File: src/rtl/instr_encoder.sv
// -----------------------------------------------------------------------------
// instr_encoder
//
// Sequential MIPS instruction encoder/loader.  It takes mnemonic codes and
// register/immediate fields from a program source over a valid/ready stream.
// It produces 32-bit instruction words, each with a sequential word address,
// for writing into instruction memory.  The encodings are exactly the ones the
// control unit decodes.
//
// Optional feature: define CHECKSUM_EN to add the Csum output.  Csum is the
// XOR of every word handed off to instruction memory during the current
// session.  Without the macro there is no Csum port and no checksum logic.
//
// Handshakes (both sides): a transfer happens in any cycle where valid and
// ready are both high at the rising clock edge.  Valid never depends on ready.
// In_ready depends only on registered state.
//
// Parameters
//   ADDR_W  word-address width of instruction memory
//   BASE    first word address written after Start
//   DEPTH   maximum number of words per load session (DEPTH <= 2**ADDR_W)
//
// Ports
//   Clk, Clrn            clock (rising edge); asynchronous active-low reset
//   Start                one-cycle pulse; opens a session from IDLE or DONE
//   In_valid/In_ready    input stream handshake
//   In_last              marks the final instruction of the session
//   Mn                   mnemonic code; codes 17-31 are illegal
//   Rs, Rt, Rd, Shamt    register and shift-amount fields
//   Imm, Target          16-bit immediate and 26-bit jump target
//   Out_valid/Out_ready  output handshake (imem write enable / accept)
//   Out_word, Out_addr   encoded instruction and its word address
//   Busy, Done           session in progress (RUN/DRAIN); session complete
//   Err, Ovf             sticky flags: illegal mnemonic dropped; DEPTH hit
//   Dbg_state            current FSM state, for observation
//   Csum                 (CHECKSUM_EN only) XOR of handed-off words
// -----------------------------------------------------------------------------
module instr_encoder #(
  parameter int ADDR_W = 6,
  parameter int BASE   = 0,
  parameter int DEPTH  = 64
) (
  input  logic              Clk,
  input  logic              Clrn,
  input  logic              Start,
  input  logic              In_valid,
  output logic              In_ready,
  input  logic              In_last,
  input  logic [4:0]        Mn,
  input  logic [4:0]        Rs,
  input  logic [4:0]        Rt,
  input  logic [4:0]        Rd,
  input  logic [4:0]        Shamt,
  input  logic [15:0]       Imm,
  input  logic [25:0]       Target,
  output logic              Out_valid,
  input  logic              Out_ready,
  output logic [31:0]       Out_word,
  output logic [ADDR_W-1:0] Out_addr,
  output logic              Busy,
  output logic              Done,
  output logic              Err,
  output logic              Ovf,
  output logic [1:0]        Dbg_state
`ifdef CHECKSUM_EN
  ,
  output logic [31:0]       Csum
`endif
);

  // ---------------------------------------------------------------------------
  // Constants
  // ---------------------------------------------------------------------------
  localparam logic [1:0] S_IDLE  = 2'd0;
  localparam logic [1:0] S_RUN   = 2'd1;
  localparam logic [1:0] S_DRAIN = 2'd2;
  localparam logic [1:0] S_DONE  = 2'd3;

  // The word counter has to be able to hold DEPTH itself.
  localparam int              CW      = $clog2(DEPTH + 1);
  localparam logic [CW-1:0]   DEPTH_C = CW'(DEPTH);
  localparam logic [ADDR_W-1:0] BASE_A = ADDR_W'(BASE);

  // ---------------------------------------------------------------------------
  // Registers
  // ---------------------------------------------------------------------------
  logic [1:0]        state_q, state_d;
  logic [CW-1:0]     cnt_q, cnt_d;
  logic              err_q, err_d;
  logic              ovf_q, ovf_d;
  logic [1:0]        fifo_cnt_q, fifo_cnt_d;
  logic              wr_ptr_q, rd_ptr_q;
  logic [31:0]       word_q [2];
  logic [ADDR_W-1:0] addr_q [2];

  // ---------------------------------------------------------------------------
  // Encoder (combinational, from the current input fields)
  // ---------------------------------------------------------------------------
  logic        enc_legal;
  logic        is_r, is_i;
  logic [5:0]  func, op;
  logic [4:0]  rs_e, rt_e, rd_e, sh_e;
  logic [31:0] enc_word;

  always_comb begin
    enc_legal = 1'b1;
    is_r      = 1'b0;
    is_i      = 1'b0;
    func      = 6'h00;
    op        = 6'h00;
    rs_e      = Rs;
    rt_e      = Rt;
    rd_e      = Rd;
    sh_e      = Shamt;
    case (Mn)
      5'd0:  begin is_r = 1'b1; func = 6'h20; end              // add
      5'd1:  begin is_r = 1'b1; func = 6'h22; end              // sub
      5'd2:  begin is_r = 1'b1; func = 6'h24; end              // and
      5'd3:  begin is_r = 1'b1; func = 6'h25; end              // or
      // Shifts take their source from rt, so the rs field is always zero.
      5'd4:  begin is_r = 1'b1; func = 6'h00; rs_e = 5'd0; end // sll
      5'd5:  begin is_r = 1'b1; func = 6'h02; rs_e = 5'd0; end // srl
      5'd6:  begin is_r = 1'b1; func = 6'h03; rs_e = 5'd0; end // sra
      // jr only uses rs; every other field is zero.
      5'd7:  begin
        is_r = 1'b1;
        func = 6'h08;
        rt_e = 5'd0;
        rd_e = 5'd0;
        sh_e = 5'd0;
      end
      5'd8:  begin is_i = 1'b1; op = 6'h08; end                // addi
      5'd9:  begin is_i = 1'b1; op = 6'h0C; end                // andi
      5'd10: begin is_i = 1'b1; op = 6'h0D; end                // ori
      5'd11: begin is_i = 1'b1; op = 6'h23; end                // lw
      5'd12: begin is_i = 1'b1; op = 6'h2B; end                // sw
      5'd13: begin is_i = 1'b1; op = 6'h04; end                // beq
      5'd14: begin is_i = 1'b1; op = 6'h05; end                // bne
      5'd15: begin is_i = 1'b1; op = 6'h0F; rs_e = 5'd0; end   // lui
      5'd16: begin end                                         // j
      default: enc_legal = 1'b0;
    endcase

    if (is_r) begin
      enc_word = {6'h00, rs_e, rt_e, rd_e, sh_e, func};
    end else if (is_i) begin
      enc_word = {op, rs_e, rt_e, Imm};
    end else if (enc_legal) begin
      enc_word = {6'h02, Target};
    end else begin
      enc_word = 32'h0;
    end
  end

  // ---------------------------------------------------------------------------
  // Handshake qualifiers
  // ---------------------------------------------------------------------------
  logic accept, push, pop, start_ok;
  logic [31:0]       addr_sum;
  logic [ADDR_W-1:0] cur_addr;

  assign In_ready  = (state_q == S_RUN) && (fifo_cnt_q < 2'd2) && (cnt_q < DEPTH_C);
  assign Out_valid = (fifo_cnt_q != 2'd0);
  assign accept    = In_valid & In_ready;
  // An illegal mnemonic is consumed but never written, and it takes no address.
  assign push      = accept & enc_legal;
  assign pop       = Out_valid & Out_ready;
  assign start_ok  = Start & ((state_q == S_IDLE) || (state_q == S_DONE));

  // Word address wraps modulo 2**ADDR_W.
  assign addr_sum  = 32'(BASE) + 32'(cnt_q);
  assign cur_addr  = addr_sum[ADDR_W-1:0];

  // ---------------------------------------------------------------------------
  // FIFO occupancy and word counter
  // ---------------------------------------------------------------------------
  always_comb begin
    fifo_cnt_d = fifo_cnt_q;
    case ({push, pop})
      2'b10:   fifo_cnt_d = fifo_cnt_q + 2'd1;
      2'b01:   fifo_cnt_d = fifo_cnt_q - 2'd1;
      default: fifo_cnt_d = fifo_cnt_q;
    endcase
  end

  always_comb begin
    cnt_d = cnt_q;
    if (start_ok) begin
      cnt_d = '0;
    end else if (push) begin
      cnt_d = cnt_q + 1'b1;
    end
  end

  // ---------------------------------------------------------------------------
  // Session FSM
  // ---------------------------------------------------------------------------
  always_comb begin
    state_d = state_q;
    err_d   = err_q;
    ovf_d   = ovf_q;
    case (state_q)
      S_IDLE, S_DONE: begin
        if (start_ok) begin
          state_d = S_RUN;
          err_d   = 1'b0;
          ovf_d   = 1'b0;
        end
      end
      S_RUN: begin
        if (accept && !enc_legal) begin
          err_d = 1'b1;
        end
        // In_last takes priority: the session was closed properly even if
        // the last word also filled the session to DEPTH.
        if (accept && In_last) begin
          state_d = S_DRAIN;
        end else if (push && (cnt_d == DEPTH_C)) begin
          ovf_d   = 1'b1;
          state_d = S_DRAIN;
        end
      end
      S_DRAIN: begin
        // Look at the post-pop occupancy so that DONE follows the final
        // hand-off directly, with no extra idle cycle.
        if (fifo_cnt_d == 2'd0) begin
          state_d = S_DONE;
        end
      end
      default: state_d = S_IDLE;
    endcase
  end

  // ---------------------------------------------------------------------------
  // Sequential state
  // ---------------------------------------------------------------------------
  always_ff @(posedge Clk or negedge Clrn) begin
    if (!Clrn) begin
      state_q    <= S_IDLE;
      cnt_q      <= '0;
      err_q      <= 1'b0;
      ovf_q      <= 1'b0;
      fifo_cnt_q <= 2'd0;
      wr_ptr_q   <= 1'b0;
      rd_ptr_q   <= 1'b0;
      for (int i = 0; i < 2; i++) begin
        word_q[i] <= 32'h0;
        addr_q[i] <= BASE_A;
      end
    end else begin
      state_q    <= state_d;
      cnt_q      <= cnt_d;
      err_q      <= err_d;
      ovf_q      <= ovf_d;
      fifo_cnt_q <= fifo_cnt_d;
      if (push) begin
        word_q[wr_ptr_q] <= enc_word;
        addr_q[wr_ptr_q] <= cur_addr;
        wr_ptr_q         <= ~wr_ptr_q;
      end
      if (pop) begin
        rd_ptr_q <= ~rd_ptr_q;
      end
    end
  end

  // ---------------------------------------------------------------------------
  // Outputs
  // ---------------------------------------------------------------------------
  assign Out_word  = word_q[rd_ptr_q];
  assign Out_addr  = addr_q[rd_ptr_q];
  assign Busy      = (state_q == S_RUN) || (state_q == S_DRAIN);
  assign Done      = (state_q == S_DONE);
  assign Err       = err_q;
  assign Ovf       = ovf_q;
  assign Dbg_state = state_q;

`ifdef CHECKSUM_EN
  logic [31:0] csum_q, csum_d;

  always_comb begin
    csum_d = csum_q;
    if (start_ok) begin
      csum_d = 32'h0;
    end else if (pop) begin
      csum_d = csum_q ^ Out_word;
    end
  end

  always_ff @(posedge Clk or negedge Clrn) begin
    if (!Clrn) begin
      csum_q <= 32'h0;
    end else begin
      csum_q <= csum_d;
    end
  end

  assign Csum = csum_q;
`endif

endmodule

File: config.mk
export PLATFORM = sky130hd
export DESIGN_NAME = instr_encoder
export DESIGN_NICKNAME = d
export VERILOG_FILES = /design/src/rtl/instr_encoder.sv
export SDC_FILE = /design/constraint.sdc
export NUM_CORES = 1
export LEC_CHECK = 0
export ABC_AREA = 1
export CORE_MARGIN = 1
export CORE_UTILIZATION = 45
export DETAILED_ROUTE_END_ITERATION = 10
export GPL_TIMING_DRIVEN = 0
export HOLD_SLACK_MARGIN = 0.15
export PLACE_DENSITY = 0.74
export SLEW_MARGIN = 20
export SYNTH_ARGS = -nofsm -noshare
export SYNTH_HDL_FRONTEND = slang
export SYNTH_SLANG_ARGS = --single-unit
File: constraint.sdc
create_clock -name Clk -period 6.93 [get_ports Clk]
set_input_delay 1.386 -clock Clk [delete_from_list [all_inputs] [get_ports Clk]]
set_output_delay 1.386 -clock Clk [all_outputs]
set_load 0.01 [all_outputs]
==> results of run 1 <==
## layout make-up
cell class                      instances  area (um2)
Clock buffer                            9         124
Tap cell                              136         170
Clock inverter                          7        76.3
Multi-Input combinational cell        380        2060
Buffer                                 33         173
Fill cell                             879        3950
Inverter                               70         263
Sequential cell                        89        2230
Timing Repair Buffer                  118        1190
## report_power, final
group	total [mW]	switching, mW	internal (mW)
registers	0.816	0.0917	0.724
logic	1.05	0.536	0.518
clock network	0.363	0.193	0.170
total	2.23	0.821	1.41
## sequential cells by signal, summed over array words and instances, names as in the netlist
register    count
Dbg_state       2
Err             1
Ovf             1
addr_q         12
cnt_q           7
fifo_cnt_q      2
rd_ptr_q        1
word_q         62
wr_ptr_q        1
## placed cells by master (no fill, tap or decap), drive strengths merged, types with 3 or more instances in the layout
master         count
a21oi              6
o21ai             79
o21a               3
dfrtp             89
clkbuf            20
nand4             17
ha                 5
xnor2              3
nor2              16
mux2              35
clkdlybuf4s50    116
nand3             56
inv               73
nand2            146
buf               24
## stage by stage
stage	setup WS (ns)	instance area (um2)	power, mW	utilization, %
5_1_grt	2.95	6280	2.39	61.4
2_1_floorplan	3.82	4720	1.36	-
3_5_place_dp	2.89	6080	1.88	59.4
6_report	3.14	6280	2.23	61.4
4_1_cts	3.09	6280	2.25	61.4
3_3_place_gp	1.37	6060	1.85	59.3
## logic make-up (layout without fill, tap and decap cells)
family                   after synthesis  in the layout
AO/OA/AOI/OAI                         95             95
XOR/XNOR                               5              5
adder cells (fa/ha/maj)                5              5
buffers and inverters                103            237
flip-flops                            89             89
multiplexers                          35             35
other                                  1              1
AND/OR/NAND/NOR                      239            239
## metal layers
metal  share of wire, %  GRT usage (%)
met5                  0              0
met4                1.7           7.86
met3                6.1           4.07
met2                 48           39.9
met1                 45           32.4
## worst reg2reg max path: stages (launching register included)
cell	delay [ns]
sky130_fd_sc_hd__dfrtp_1	0.43
sky130_fd_sc_hd__inv_1	0.08
sky130_fd_sc_hd__ha_1	0.20
sky130_fd_sc_hd__nand3_1	0.12
sky130_fd_sc_hd__inv_1	0.15
sky130_fd_sc_hd__nand2_2	0.07
sky130_fd_sc_hd__buf_6	0.15
sky130_fd_sc_hd__ha_1	0.30
sky130_fd_sc_hd__a21oi_1	0.12
sky130_fd_sc_hd__o21ai_0	0.11
sky130_fd_sc_hd__xor2_1	0.16
sky130_fd_sc_hd__o21ai_0	0.22
sky130_fd_sc_hd__o21a_1	0.21
sky130_fd_sc_hd__nand2_1	0.08
sky130_fd_sc_hd__nand2_1	0.06
sky130_fd_sc_hd__nand2_1	0.05
## worst max path at each step
stage               slack [ns]            startpoint                        to
global route              2.95                 Mn[3]  Dbg_state[0]$_DFFE_PN0P_
finish                    3.14  rd_ptr_q$_DFFE_PN0P_              Out_word[28]
CTS                       3.09  rd_ptr_q$_DFFE_PN0P_               Out_word[9]
global placement          1.37                  Clrn     addr_q[4]$_DFFE_PN0P_
floorplan                 3.82                 Mn[1]  Dbg_state[0]$_DFFE_PN0P_
detailed placement        2.89                 Mn[3]  Dbg_state[0]$_DFFE_PN0P_
==> impl_metrics.env, run 1 <==
export IMPL_initial_core_utilization_pct=46.2
export IMPL_fin_tns_setup_ns=0
export IMPL_die_height_um=104
export IMPL_cell_pwr_density_nw_per_um2=356
export IMPL_cp_num_buf_inv=3
export IMPL_drcViolationCount=0
export IMPL_timing_rr_start="Dbg_state[1]$_DFFE_PN0P_"
export IMPL_postSynthCellCount=572
export IMPL_min_path_cells=1
export IMPL_vias=4485
export IMPL_drt_antenna_violating_nets=0
export IMPL_worst_path_max_delay_cell="sky130_fd_sc_hd__clkdlybuf4s50_1"
export IMPL_dp_final_hpwl_um=9720
export IMPL_hold_viol_final=0
export IMPL_resized_gates_after_cts=0
export IMPL_worst_r2r_endpoint="Dbg_state[0]$_DFFE_PN0P_"
export IMPL_cts_made_buffers=9
export IMPL_cts_max_level=3
export IMPL_max_freq_mhz=264
export IMPL_power_leakage_nw=2.93
export IMPL_track_usage_pct=24.2
export IMPL_instance_count_after_placement_with_tap_cells_included=826
export IMPL_synth_most_common_cell="sky130_fd_sc_hd__nand2_1"
export IMPL_cpPeakStageDelay_ns=0.61
export IMPL_yosysTopAreaCell="sky130_fd_sc_hd__dfrtp_1"
export IMPL_vias_per_cell=5.33
export IMPL_die_width_um=104
export IMPL_grt_start_max_net_pins=51
export IMPL_n_antenna_cell=0
export IMPL_crit_path_cell_trace="clkbuf_1 > buf_1 > nand2_1 > o21ai_0 > clkdlybuf4s50_1"
export IMPL_hold_class="flip-flop to flip-flop"
export IMPL_synth_cell_area_um2=4720
export IMPL_timing_hold_ws_ns=0.502
export IMPL_placement_io_buffers=117
export IMPL_timing_max_cap_violations=0
export IMPL_worstHoldEndpoint="word_q[29]$_DFFE_PN0P_"
export IMPL_synthAdderAreaFrac_pct=1.32
export IMPL_hold_path_startpoint="word_q[29]$_DFFE_PN0P_"
export IMPL_post_cts_setup_buffers=0
export IMPL_clock_transition_at_the_register_clock_pins_on_the_worst_setup_and_hold_paths_after_cts_ns=0.09
export IMPL_synth_top_area_share_pct=47.2
export IMPL_setup_worst_path_start_class="flip-flop"
export IMPL_num_rows=37
export IMPL_post_synth_xor_area_fraction_pct=0.927
export IMPL_final_period_minus_worst_setup_slack_ns=3.79
export IMPL_cts_root_buffer_cell="sky130_fd_sc_hd__clkbuf_8"
export IMPL_synth_top_family_by_area="simple AND/OR/NAND/NOR gates"
export IMPL_synth_simple_gate_area_share_pct=22.2
export IMPL_finalSetupViolCount=0
export IMPL_via_count_of_the_first_global_routing_pass=4433
export IMPL_global_route_wire_length_before_repair_um=21100
export IMPL_cts_sink_count=89
export IMPL_yosys_warnings=0
export IMPL_routabilityCongestion=0.851
export IMPL_nets_final=779
export IMPL_worst_skew_pair_latency_ns=0.36
export IMPL_rsz0062_at_grt="no"
export IMPL_crit_cells=5
export IMPL_syn_mean_instance_area_um2=8.26
export IMPL_finalCritPeriodShare_pct=54.7
export IMPL_synth_top_cells_by_area="sky130_fd_sc_hd__dfrtp_1 (47%), sky130_fd_sc_hd__nand2_1 (11%), sky130_fd_sc_hd__o21ai_0 (8.3%)"
export IMPL_die_outline_area_um2=10900
export IMPL_family_with_the_most_delay_on_the_worst_path="buffers and inverters"
export IMPL_cp_max_fo=10
export IMPL_ff2ff_path_depth=15
export IMPL_max_slew_violation_count=0
export IMPL_synth_top_cells_by_count="sky130_fd_sc_hd__nand2_1 (142), sky130_fd_sc_hd__dfrtp_1 (89), sky130_fd_sc_hd__o21ai_0 (78)"
export IMPL_actual_transition_at_the_worst_max_transition_pin_ns=0.687
export IMPL_overflow=0
export IMPL_synth_compound_area_share_pct=10.7
export IMPL_core_area_um2=10200
export IMPL_worst_endpoint_arrival_ns=2.40
export IMPL_synth_edf_count=0
export IMPL_clock_path_buffers=2
export IMPL_antenna_found_initial=0
export IMPL_ff2ff_setup_slack_ns=4.32
export IMPL_post_syn_nets=650
export IMPL_outcome="finished clean"
export IMPL_detail_route_iter0_violations=309
export IMPL_ys_seq_area_share_pct=47.2
export IMPL_synth_mux_area_share_pct=8.35
export IMPL_routed_wirelength_um=13000
export IMPL_firstDrtPassIters=7
export IMPL_synth_distinct_cells=34
export IMPL_worst_clock_skew_ns=0.0109
export IMPL_design_portCount=119
export IMPL_cp_data_required_time_ns=5.54
export IMPL_detail_route_wl_per_cell_um=15.4
export IMPL_worstSetupPathType="flip-flop to output port"
export IMPL_p_r_area_growth_vs_syn_pct=33.0
export IMPL_maxSlewHeadroom_pct=54.1
export IMPL_tritoncts_clock_tree="built"
export IMPL_crit_path_end_kind="output port"
export IMPL_ys_ff_latch=89
export IMPL_ir_drop_mv=0.211
export IMPL_synthFlopType="sky130_fd_sc_hd__dfrtp_1"
export IMPL_drive_gt1_share_pct=11.3
export IMPL_async_reset_ff_share_pct=100
export IMPL_final_cells=842
export IMPL_postCtsHoldBufs=0
(Power assumes the default switching activity.)
==> inputs of run 2 (changes only) <==
--- a/config.mk
+++ b/config.mk
@@ -11,7 +11,7 @@
 export DETAILED_ROUTE_END_ITERATION = 10
 export GPL_TIMING_DRIVEN = 0
 export HOLD_SLACK_MARGIN = 0.15
-export PLACE_DENSITY = 0.74
+export PLACE_DENSITY = 0.77
 export SLEW_MARGIN = 20
 export SYNTH_ARGS = -nofsm -noshare
 export SYNTH_HDL_FRONTEND = slang
==> constraint.sdc (replaced) <==
create_clock -name Clk -period 3.4 [get_ports Clk]
set_input_delay 0.68 -clock Clk [delete_from_list [all_inputs] [get_ports Clk]]
set_output_delay 0.68 -clock Clk [all_outputs]
set_load 0.01 [all_outputs]
==> run 2 against run 1 <==
Non-clock buffer count stayed put. Setup slack got worse by 2.8 ns. Global-route usage rose by 0.36 points. Via count rose by 0.76%. Clock power is 120% higher. Core utilization is 0.17 points higher. Critical path type unchanged. Critical endpoint unchanged. Largest power group unchanged.
==> impl_metrics.env, run 2 (synthesized netlist as in run 1, its figures left out) <==
export IMPL_outcome="finished clean"
export IMPL_actual_transition_at_the_worst_max_transition_pin_ns=0.800
export IMPL_drt_antenna_violating_nets=0
export IMPL_placement_io_buffers=117
export IMPL_postPlaceCellArea_um2=6090
export IMPL_maxSlewHeadroom_pct=45.3
export IMPL_core_area_um2=10200
export IMPL_power_leakage_nw=2.95
export IMPL_postCtsHoldBufs=0
export IMPL_dp_final_hpwl_um=9620
export IMPL_resized_gates_after_cts=0
export IMPL_ir_drop_mv=0.421
export IMPL_hold_viol_final=0
export IMPL_timing_max_cap_violations=0
export IMPL_p_r_area_growth_vs_syn_pct=33.4
export IMPL_cts_sink_count=89
export IMPL_drive_gt1_share_pct=10.9
export IMPL_cp_data_required_time_ns=2.72
export IMPL_cp_max_fo=10
export IMPL_vias_per_cell=5.37
export IMPL_design_portCount=119
export IMPL_tritoncts_clock_tree="built"
export IMPL_overflow=0
export IMPL_finalCritPeriodShare_pct=90.5
export IMPL_die_height_um=104
export IMPL_vias=4519
export IMPL_worst_endpoint_arrival_ns=2.40
export IMPL_largest_register_ff_count=62
export IMPL_grt_start_max_net_pins=61
export IMPL_worst_clock_skew_ns=0.00800
export IMPL_worst_skew_pair_latency_ns=0.35
export IMPL_initial_core_utilization_pct=46.2
export IMPL_drcViolationCount=0
export IMPL_via_count_of_the_first_global_routing_pass=4528
export IMPL_routed_wirelength_um=13100
export IMPL_n_antenna_cell=0
export IMPL_global_route_wire_length_before_repair_um=21400
export IMPL_rsz0062_at_grt="no"
export IMPL_worstSetupPathType="flip-flop to output port"
export IMPL_cts_made_buffers=9
export IMPL_finalSetupViolCount=0
export IMPL_cp_startpoint="rd_ptr_q$_DFFE_PN0P_"
export IMPL_timing_rr_start="Dbg_state[1]$_DFFE_PN0P_"
export IMPL_layout_cell_area_non_filler_um2=6300
export IMPL_top_register="word_q"
export IMPL_clock_path_buffers=2
export IMPL_routabilityCongestion=0.882
export IMPL_setup_worst_path_start_class="flip-flop"
export IMPL_nets_final=779
export IMPL_detail_route_wl_per_cell_um=15.6
export IMPL_firstDrtPassIters=5
export IMPL_clock_transition_at_the_register_clock_pins_on_the_worst_setup_and_hold_paths_after_cts_ns=0.08
export IMPL_finish_utilization_pct=61.6
export IMPL_final_period_minus_worst_setup_slack_ns=3.08
export IMPL_die_width_um=104
export IMPL_ff2ff_path_depth=15
export IMPL_detail_route_iter0_violations=326
export IMPL_crit_path_end_kind="output port"
export IMPL_leading_cell_types_in_the_layout_fill_and_taps_excluded="sky130_fd_sc_hd__nand2_1 (142), sky130_fd_sc_hd__clkdlybuf4s50_1 (116), sky130_fd_sc_hd__dfrtp_1 (89)"
export IMPL_max_freq_mhz=325
export IMPL_layout_commonest_cell="sky130_fd_sc_hd__nand2_1"
export IMPL_top_regs="word_q (62), addr_q (12), cnt_q (7)"
export IMPL_cell_pwr_density_nw_per_um2=732
export IMPL_num_rows=37
export IMPL_cts_root_buffer_cell="sky130_fd_sc_hd__clkbuf_8"
export IMPL_cts_max_level=3
export IMPL_die_outline_area_um2=10900
export IMPL_antenna_found_initial=0
export IMPL_post_cts_setup_buffers=0
export IMPL_track_usage_pct=24.6
export IMPL_max_slew_violation_count=0
export IMPL_hold_class="input port to asynchronous set/reset pin"
==> run 2: cell count changes in the layout (fill, tap and decap cells not counted) <==
cell,previous run,this run
sky130_fd_sc_hd__buf_12,1,0
sky130_fd_sc_hd__clkbuf_1,10,12
sky130_fd_sc_hd__clkinvlp_4,2,0
sky130_fd_sc_hd__bufinv_16,1,2
sky130_fd_sc_hd__buf_16,0,1
sky130_fd_sc_hd__clkbuf_8,9,10
sky130_fd_sc_hd__inv_6,3,0
==> run 2: layout make-up <==
class	instances	area, um2
plain buffers	33	173
clock buffers	12	145
clock inverters	3	65.1
fillers	888	3930
inverters	70	263
multi-input cells	380	2060
flip-flops and latches	89	2230
well taps	136	170
repair buffers	118	1200
==> run 2: through the flow <==
step / TNS [ns] / hold slack, ns / std cells / power (mW) / worst slack, ns
after CTS: 0 / 0.261 / 841 / 4.63 / 0.322
final: 0 / 0.256 / 841 / 4.61 / 0.323
after detailed placement: 0 / 0.484 / 826 / 3.84 / 0.0523
after global placement: -125.33 / 0.469 / 825 / 3.76 / -1.41
after floorplan: 0 / 0.384 / 572 / 2.76 / 0.994
after global routing: 0 / 0.276 / 841 / 4.93 / 0.151
==> run 2: worst max-delay path: stages (launching register included) <==
cell	delay, ns
sky130_fd_sc_hd__dfrtp_1	0.37
sky130_fd_sc_hd__clkbuf_1	0.38
sky130_fd_sc_hd__buf_1	0.43
sky130_fd_sc_hd__nand2_1	0.09
sky130_fd_sc_hd__o21ai_0	0.17
sky130_fd_sc_hd__clkdlybuf4s50_1	0.61
==> run 2: report_power, final <==
part           switching [mW]  internal [mW]  leakage, nW
sequential              0.194           1.48         1.14
clock                   0.351          0.430        0.106
combinational            1.10           1.06         1.70
==> run 2: worst paths after layout <==
path	slack, ns	to
min	0.26	Err$_DFFE_PN0P_
min reg2reg	0.50	addr_q[5]$_DFFE_PN0P_
max in group asynchronous	2.52	word_q[6]$_DFFE_PN0P_
max reg2reg	0.80	Dbg_state[1]$_DFFE_PN0P_
min in group Clk	0.50	addr_q[5]$_DFFE_PN0P_
max	0.32	Out_word[28]
==> run 2: layer usage <==
metal | share of wire (%) | wire length [um] | vias up | track usage (%)
met1 | 43 | 5590 | 2190 | 31.3
li1 | - | - | 2125 | -
met4 | 1.6 | 205 | 0 | 7.86
met3 | 6.8 | 885 | 23 | 4.89
met2 | 49 | 6420 | 181 | 42.0
met5 | 0 | 0 | - | 0
